[src/rtl/button_conditioner_pkg.sv]
// Shared types and helpers for the button conditioner: FSM encoding, default debounce
// length and the one-hot-or-zero check used by the qualifier and its bench.
package button_conditioner_pkg;

    localparam int unsigned DebCyclesDefault = 20;
    localparam int unsigned MaxButtons       = 32;

    typedef enum logic [1:0] {
        StIdle    = 2'd0,
        StHeld    = 2'd1,
        StLockout = 2'd2
    } state_e;

    // Narrower vectors are zero-extended by the caller; true for zero or a single set bit.
    function automatic logic onehot_or_zero(input logic [MaxButtons-1:0] v);
        return (v & (v - MaxButtons'(1))) == '0;
    endfunction

endpackage

[src/rtl/button_conditioner_debounce_bit.sv]
// Per-button 2-flop synchroniser followed by a stable-run counter that only moves the
// debounced level after DEB_CYCLES consecutive disagreeing samples.
module debounce_bit
    import button_conditioner_pkg::*;
#(
    parameter int unsigned DEB_CYCLES = DebCyclesDefault,
    parameter int unsigned CNT_W      = 8
) (
    input  logic clock,
    input  logic reset,
    input  logic raw_i,
    output logic deb_o
);

    localparam logic [CNT_W-1:0] CntLast = CNT_W'(DEB_CYCLES - 1);

    logic             sync1_q, sync2_q;
    logic             deb_q, deb_d;
    logic [CNT_W-1:0] cnt_q, cnt_d;

    always_comb begin
        deb_d = deb_q;
        cnt_d = '0;
        if (sync2_q != deb_q) begin
            if (cnt_q == CntLast) begin
                deb_d = sync2_q;
            end else begin
                cnt_d = cnt_q + CNT_W'(1);
            end
        end
    end

    always_ff @(posedge clock or negedge reset) begin
        if (!reset) begin
            sync1_q <= 1'b0;
            sync2_q <= 1'b0;
            deb_q   <= 1'b0;
            cnt_q   <= '0;
        end else begin
            sync1_q <= raw_i;
            sync2_q <= sync1_q;
            deb_q   <= deb_d;
            cnt_q   <= cnt_d;
        end
    end

    assign deb_o = deb_q;

endmodule

[src/rtl/button_conditioner.sv]
// Synchronises, debounces and one-hot qualifies the raw push-buttons.
// Define BUTTON_REJECT_COUNT_EN to build the saturating multi-press reject counter.
module button_conditioner
    import button_conditioner_pkg::*;
#(
    parameter int unsigned N_BUTTONS  = 7,
    parameter int unsigned DEB_CYCLES = DebCyclesDefault,
    parameter int unsigned CNT_W      = 8
) (
    input  logic                 clock,
    input  logic                 reset,
    input  logic [N_BUTTONS-1:0] botoes_raw,
    output logic [N_BUTTONS-1:0] botoes,
    output logic                 press,
    output logic                 rejected,
    output logic [N_BUTTONS-1:0] db_debounced,
    output logic [7:0]           db_rejeitos
);

    logic [N_BUTTONS-1:0] deb;
    logic [N_BUTTONS-1:0] botoes_q, botoes_d;
    logic                 press_q, press_d;
    logic                 single, any;
    state_e               state_q, state_d;

    for (genvar i = 0; i < N_BUTTONS; i++) begin : g_deb
        debounce_bit #(
            .DEB_CYCLES(DEB_CYCLES),
            .CNT_W     (CNT_W)
        ) u_deb (
            .clock(clock),
            .reset(reset),
            .raw_i(botoes_raw[i]),
            .deb_o(deb[i])
        );
    end

    assign any    = |deb;
    assign single = any && onehot_or_zero(MaxButtons'(deb));

    always_comb begin
        state_d  = state_q;
        botoes_d = botoes_q;
        press_d  = 1'b0;
        unique case (state_q)
            StIdle: begin
                if (single) begin
                    botoes_d = deb;
                    press_d  = 1'b1;
                    state_d  = StHeld;
                end else if (any) begin
                    state_d = StLockout;
                end
            end
            StHeld: begin
                // A release plus a new press in the same cycle lands here as a mismatch.
                if (!any) begin
                    botoes_d = '0;
                    state_d  = StIdle;
                end else if (deb != botoes_q) begin
                    botoes_d = '0;
                    state_d  = StLockout;
                end
            end
            StLockout: begin
                if (!any) begin
                    state_d = StIdle;
                end
            end
            default: begin
                botoes_d = '0;
                state_d  = StIdle;
            end
        endcase
    end

    always_ff @(posedge clock or negedge reset) begin
        if (!reset) begin
            state_q  <= StIdle;
            botoes_q <= '0;
            press_q  <= 1'b0;
        end else begin
            state_q  <= state_d;
            botoes_q <= botoes_d;
            press_q  <= press_d;
        end
    end

`ifdef BUTTON_REJECT_COUNT_EN
    logic [7:0] rej_q;

    always_ff @(posedge clock or negedge reset) begin
        if (!reset) begin
            rej_q <= 8'd0;
        end else if (state_d == StLockout && state_q != StLockout && rej_q != 8'hFF) begin
            rej_q <= rej_q + 8'd1;
        end
    end

    assign db_rejeitos = rej_q;
`else
    assign db_rejeitos = 8'd0;
`endif

    assign botoes       = botoes_q;
    assign press        = press_q;
    assign rejected     = (state_q == StLockout);
    assign db_debounced = deb;

endmodule

[config.mk]
export PLATFORM = sky130hd
export DESIGN_NAME = button_conditioner
export DESIGN_NICKNAME = d
export VERILOG_FILES = /design/src/rtl/button_conditioner_pkg.sv /design/src/rtl/button_conditioner_debounce_bit.sv /design/src/rtl/button_conditioner.sv
export SDC_FILE = /design/constraint.sdc
export NUM_CORES = 1
export LEC_CHECK = 0
export CAP_MARGIN = 20
export CORE_ASPECT_RATIO = 1.1
export CORE_MARGIN = 1.5
export CORE_UTILIZATION = 55
export DETAILED_ROUTE_END_ITERATION = 10
export DONT_BUFFER_PORTS = 1
export HOLD_SLACK_MARGIN = 0.15
export PLACE_DENSITY = 0.72
export SETUP_SLACK_MARGIN = 0.15
export SYNTH_ARGS = -nofsm -noshare
export SYNTH_HDL_FRONTEND = slang
export SYNTH_HIERARCHICAL = 1
export SYNTH_SLANG_ARGS = --single-unit
export TNS_END_PERCENT = 5
[constraint.sdc]
create_clock -name clock -period 2.9 [get_ports clock]
set_input_delay 0.58 -clock clock [delete_from_list [all_inputs] [get_ports clock]]
set_output_delay 0.58 -clock clock [all_outputs]
set_load 0.05 [all_outputs]
==> flow_metrics.env, run 1 <==
export IMPL_die_h_um=94.4
export IMPL_layout_setup_ws_ps=704
export IMPL_report_final_slew_viol_count=0
export IMPL_synth_edf_count=0
export IMPL_antenna_found_initial=0
export IMPL_netlist_area_mm2=0.00417
export IMPL_die_area_mm2=0.00812
export IMPL_start_util=0.565
export IMPL_yosysUniqueCellTypes=37
export IMPL_cts_sinks=87
export IMPL_routedWlPerCell_um=14.5
export IMPL_post_cts_resized=0
export IMPL_grt_usage=0.196
export IMPL_worst_pin_slew_ps=837
export IMPL_ir_drop_v=0.000357
export IMPL_via_per_inst=5.78
export IMPL_cts_setup_buffers=0
export IMPL_cp_max_fo=7
export IMPL_h_tree_depth=3
export IMPL_finalSetupViolations=0
export IMPL_core_area_mm2=0.00739
export IMPL_syn_to_final_growth_pct=7.26
export IMPL_hp_class="primary input to register"
export IMPL_via_count=2825
export IMPL_numCtsBuffers=9
export IMPL_status="complete, no violations"
export IMPL_yosysSeqAreaShare=0.522
export IMPL_grt_pass1_vias=2739
export IMPL_period_needed_ps=2200
export IMPL_skew_ps=7.93
export IMPL_place_port_buffers=0
export IMPL_cts_buffer_depth=2
export IMPL_clock_fmax_ghz=0.455
export IMPL_cts_tree="built"
export IMPL_gp_congestion=0.856
export IMPL_layout_common_cells="dfrtp_1 (87), nor2_1 (46), nand3_1 (36), o21ai_0 (24), xor2_1 (22)"
export IMPL_drt_iter0_markers=102
export IMPL_p_per_area_mw_per_mm2=489
export IMPL_postSynthAreaPerCell_um2=10.8
export IMPL_firstDrtPassIters=4
export IMPL_grt_pass1_wl_mm=12.3
export IMPL_worstSetupEndpointType="register"
export IMPL_wl_mm=7.10
export IMPL_hold_viol=0
export IMPL_final_common_cell="dfrtp_1"
export IMPL_drcViolationCount=0
export IMPL_worst_setup_path_type="register to register"
export IMPL_synth_seq_cells=87
export IMPL_fin_util=0.606
export IMPL_die_width_um=86.1
export IMPL_worst_ep_arrival_time_ps=2490
export IMPL_hold_buffers=2
export IMPL_post_route_period_util=0.757
export IMPL_layout_nets=421
export IMPL_grt_max_degree=88
export IMPL_fin_setup_tns_ps=0
export IMPL_antennaDiodeCount=0
export IMPL_required_ps=3190
export IMPL_yosysWarnings=6
export IMPL_relSlewSlack=0.442
export IMPL_dp_final_hpwl_mm=4.88
export IMPL_cts_root_buffer="clkbuf_8"
export IMPL_clk_pin_slew_worst_paths_ps=80
export IMPL_grt_setup_unrepaired="false"
export IMPL_ant_nets=0
export IMPL_maxCapViolCount=0
export IMPL_ys_flop_type="dfrtp_1"
export IMPL_post_place_ws_ps=761
export IMPL_io_pins=33
export IMPL_core_rowCount=33
export IMPL_cp_start_kind="register"
export IMPL_synth_cells=386
export IMPL_clk_latency_ps=350
export IMPL_async_flop_share=1.00
export IMPL_grt_remaining_overflow=0
export IMPL_layout_drive_gt1_share=0.122
export IMPL_p_leak_nw=1.96
==> report_power, final <==
| group | switching (mW) | leakage, nW | internal [mW] |
|---|---|---|---|
| logic | 0.0884 | 0.709 | 0.0424 |
| clock network | 0.391 | 0.0898 | 0.379 |
| registers | 0.0432 | 1.17 | 1.25 |
| total | 0.523 | 1.96 | 1.67 |
==> synth_stat cells (all sizes together), types with 8 or more instances <==
library cell	n	area share
nand2	8	0.0072
o21ai	24	0.029
nor2	47	0.044
nand4	8	0.012
inv	16	0.014
or3	23	0.037
dfrtp	87	0.52
xnor2	16	0.034
nand3	36	0.043
xor2	22	0.046
a21oi	23	0.035
ha	14	0.042
buf	10	0.019
==> worst paths after layout <==
| path | depth (start not counted) | slack [ps] | from | end |
|---|---|---|---|---|
| setup / recovery | 6 | 700 | g_deb[0].u_deb/deb_o | botoes[1] |
| hold / removal | 0 | 250 | botoes_raw[3] | g_deb[3].u_deb/sync1_q |
| setup reg to reg | 6 | 700 | g_deb[0].u_deb/deb_o | botoes[1] |
| hold reg to reg | 0 | 350 | g_deb[0].u_deb/sync1_q | g_deb[0].u_deb/sync2_q |
| max in group asynchronous | 2 | 1780 | reset | g_deb[4].u_deb/cnt_q[3] |
| min in group asynchronous | 2 | 790 | reset | g_deb[3].u_deb/cnt_q[7] |
==> metal layers <==
metal  share of wire  vias to the layer above  GRT usage
met5               0                        -          0
met4           0.022                        0     0.0968
met3           0.048                       13     0.0490
met2            0.47                       50      0.310
met1            0.46                     1396      0.254
li1                -                     1366          -
==> cell families (layout without fill, tap and decap cells) <==
logic type	after synthesis	after routing	share of synthesized area
XOR/XNOR	38	38	0.0798
adder cells (fa/ha/maj)	15	15	0.0444
AO/OA/AOI/OAI	65	65	0.106
buffers and inverters	31	40	0.0381
AND/OR/NAND/NOR	142	142	0.191
flip-flops	87	87	0.522
multiplexers	7	7	0.0189
other	1	8	0.000899
==> state kept, by name, indices dropped and copies added, names as in the netlist <==
| name | count |
|---|---|
| botoes | 7 |
| g_deb.u_deb/cnt_q | 56 |
| g_deb.u_deb/deb_o | 7 |
| g_deb.u_deb/sync1_q | 7 |
| g_deb.u_deb/sync2_q | 7 |
| press | 1 |
| state_q | 2 |
==> critical path, cell delays in order (launching register included) <==
cell,delay (ps)
dfrtp_1,460
buf_4,240
xor2_1,170
nor4_1,360
nand4_1,250
o311ai_4,450
a22o_1,200
==> per-stage QoR <==
stage | total power, mW | instance area [um2] | hold slack [ps] | std cells
5_1_grt | 2.29 | 4480 | 227 | 489
6_report | 2.19 | 4480 | 249 | 489
3_3_place_gp | 1.41 | 4260 | 288 | 472
4_1_cts | 2.22 | 4480 | 234 | 489
3_5_place_dp | 1.42 | 4260 | 288 | 472
2_1_floorplan | 1.40 | 4200 | 284 | 393
==> cell type report <==
class | instances | area (um2)
timing repair buffer | 9 | 90.1
multi-input combinational | 275 | 1860
clock buffer | 15 | 176
fill | 626 | 2920
tap | 87 | 109
inverter | 16 | 60.1
sequential | 87 | 2180
Power figures use the tool's default switching activity.
==> inputs of run 2 (changes only) <==
- clock period: 2.9 -> 2.28 ns (I/O delays scaled with it)
==> flow_metrics.env, run 2 (synthesized netlist as in run 1, its figures left out) <==
export IMPL_cpMaxStageDelayCell="or4_4"
export IMPL_grt_usage=0.187
export IMPL_skew_ps=9.40
export IMPL_syn_to_final_growth_pct=9.00
export IMPL_ir_drop_v=0.000435
export IMPL_cp_max_fo=7
export IMPL_numCtsBuffers=9
export IMPL_worstPathCellList="or4_4 -> or3_4 -> nor2_4 -> o311ai_4 -> a32o_1"
export IMPL_cts_buffer_depth=2
export IMPL_hold_buffers=7
export IMPL_post_cts_resized=0
export IMPL_dp_cells=478
export IMPL_antennaDiodeCount=0
export IMPL_worstSetupEndpointType="register"
export IMPL_grt_setup_unrepaired="false"
export IMPL_violations="negative hold slack"
export IMPL_antenna_found_initial=0
export IMPL_die_h_um=94.4
export IMPL_cts_sinks=87
export IMPL_worst_pin_slew_ps=544
export IMPL_final_common_cell="dfrtp_1"
export IMPL_gp_congestion=0.802
export IMPL_r2r_end="botoes[5]"
export IMPL_drcViolationCount=0
export IMPL_layout_nets=432
export IMPL_fin_setup_tns_ps=0
export IMPL_largest_register="g_deb.u_deb/cnt_q"
export IMPL_clk_latency_ps=350
export IMPL_clock_fmax_ghz=0.492
export IMPL_hold_viol=87
export IMPL_die_width_um=86.1
export IMPL_rr_worst_depth=5
export IMPL_cts_setup_buffers=0
export IMPL_drt_iter0_markers=113
export IMPL_io_pins=33
export IMPL_dp_final_hpwl_mm=4.75
export IMPL_largest_reg_flops=56
export IMPL_critPathTopFamily="simple AND/OR/NAND/NOR gates"
export IMPL_cp_start_kind="register"
export IMPL_die_area_mm2=0.00812
export IMPL_hp_class="primary input to asynchronous set/reset pin"
export IMPL_p_per_area_mw_per_mm2=587
export IMPL_relSlewSlack=0.637
export IMPL_via_per_inst=5.53
export IMPL_period_needed_ps=2030
export IMPL_via_count=2766
export IMPL_cts_tree="built"
export IMPL_h_tree_depth=3
export IMPL_required_ps=2510
export IMPL_post_route_period_util=0.891
export IMPL_status="finished with violations"
export IMPL_core_area_mm2=0.00739
export IMPL_clk_pin_slew_worst_paths_ps=80
export IMPL_layout_drive_gt1_share=0.138
export IMPL_grt_pass1_wl_mm=11.9
export IMPL_maxCapViolCount=0
export IMPL_worst_ep_arrival_time_ps=2260
export IMPL_layout_common_cells="dfrtp_1 (83), nor2_1 (46), nand3_1 (36), o21ai_0 (24), xor2_1 (22)"
export IMPL_slowest_delay_ps=570
export IMPL_finalNonFillerCells=500
export IMPL_place_port_buffers=0
export IMPL_grt_remaining_overflow=0
export IMPL_ant_nets=0
export IMPL_r2r_slack_ps=250
export IMPL_wl_mm=6.78
export IMPL_fin_hold_ws_ps=-203
export IMPL_p_leak_nw=2.00
export IMPL_fin_util=0.615
export IMPL_grt_max_degree=88
export IMPL_core_rowCount=33
export IMPL_critPathBufInv=0
export IMPL_firstDrtPassIters=4
export IMPL_finalSetupViolations=0
export IMPL_worst_setup_path_type="register to register"
export IMPL_report_final_slew_viol_count=0
export IMPL_start_util=0.565
export IMPL_fill_cells=620
export IMPL_cts_root_buffer="clkbuf_8"
export IMPL_grt_pass1_vias=2650
export IMPL_r2r_start="g_deb[1].u_deb/deb_o"
export IMPL_routedWlPerCell_um=13.6
-- run 2: cell count changes in the layout (fill, tap and decap cells not counted), moves of 2 or more --
cell / previous run / this run
dfrtp_1: 87 / 83
dlygate4sd3_1: 1 / 7
buf_4: 7 / 13
clkbuf_8: 12 / 10
dfrtp_2: 0 / 4
-- run 2: through the flow --
| step | hold slack [ps] | cell area, um2 | worst slack, ps | power [mW] |
|---|---|---|---|---|
| floorplan | 160 | 4220 | 100 | 1.78 |
| global placement | 163 | 4320 | 277 | 1.79 |
| detailed placement | 164 | 4320 | 250 | 1.80 |
| CTS | -221 | 4550 | 236 | 2.71 |
| global route | -229 | 4550 | 181 | 2.80 |
| finish | -203 | 4550 | 249 | 2.67 |
-- run 2: power by group --
part	total [mW]	switching, mW	internal, mW
Clock	0.890	0.470	0.420
Sequential	1.64	0.0532	1.58
Combinational	0.139	0.0835	0.0558
-- run 2: worst max-delay path by stage --
stage	start	to	slack (ps)	cells after the start
finish	g_deb[1].u_deb/deb_o	botoes[5]	250	5
global route	g_deb[1].u_deb/deb_o	botoes[6]	180	5
CTS	g_deb[1].u_deb/deb_o	botoes[5]	240	5
detailed placement	g_deb[1].u_deb/deb_o	botoes[5]	250	5
global placement	g_deb[1].u_deb/deb_o	botoes[5]	280	5
floorplan	g_deb[1].u_deb/deb_o	botoes[5]	100	6
-- run 2: layer usage --
metal | global-route usage | wire length [um] | part of all wire | up-vias
met5 | 0 | 0 | 0 | -
met4 | 0.0672 | 27 | 0.0040 | 0
met3 | 0.0638 | 356 | 0.053 | 2
met2 | 0.300 | 3250 | 0.48 | 29
met1 | 0.236 | 3140 | 0.46 | 1344
li1 | - | - | - | 1391
-- run 2: final cells by class --
type	instances	area (um2)	area share
clock buffer	14	153	0.0336
timing repair buffer	20	168	0.0369
multi-input combinational	275	1870	0.412
sequential	87	2180	0.480
clock inverter	1	5.00	0.00110
inverter	16	60.1	0.0132
tap	87	109	0.0239
-- run 2: worst register-to-register path: stages, from the launching register on --
cell      delay (ps)
dfrtp_2          450
or4_4            570
or3_4            360
nor2_4           130
o311ai_4         160
a32o_1           240
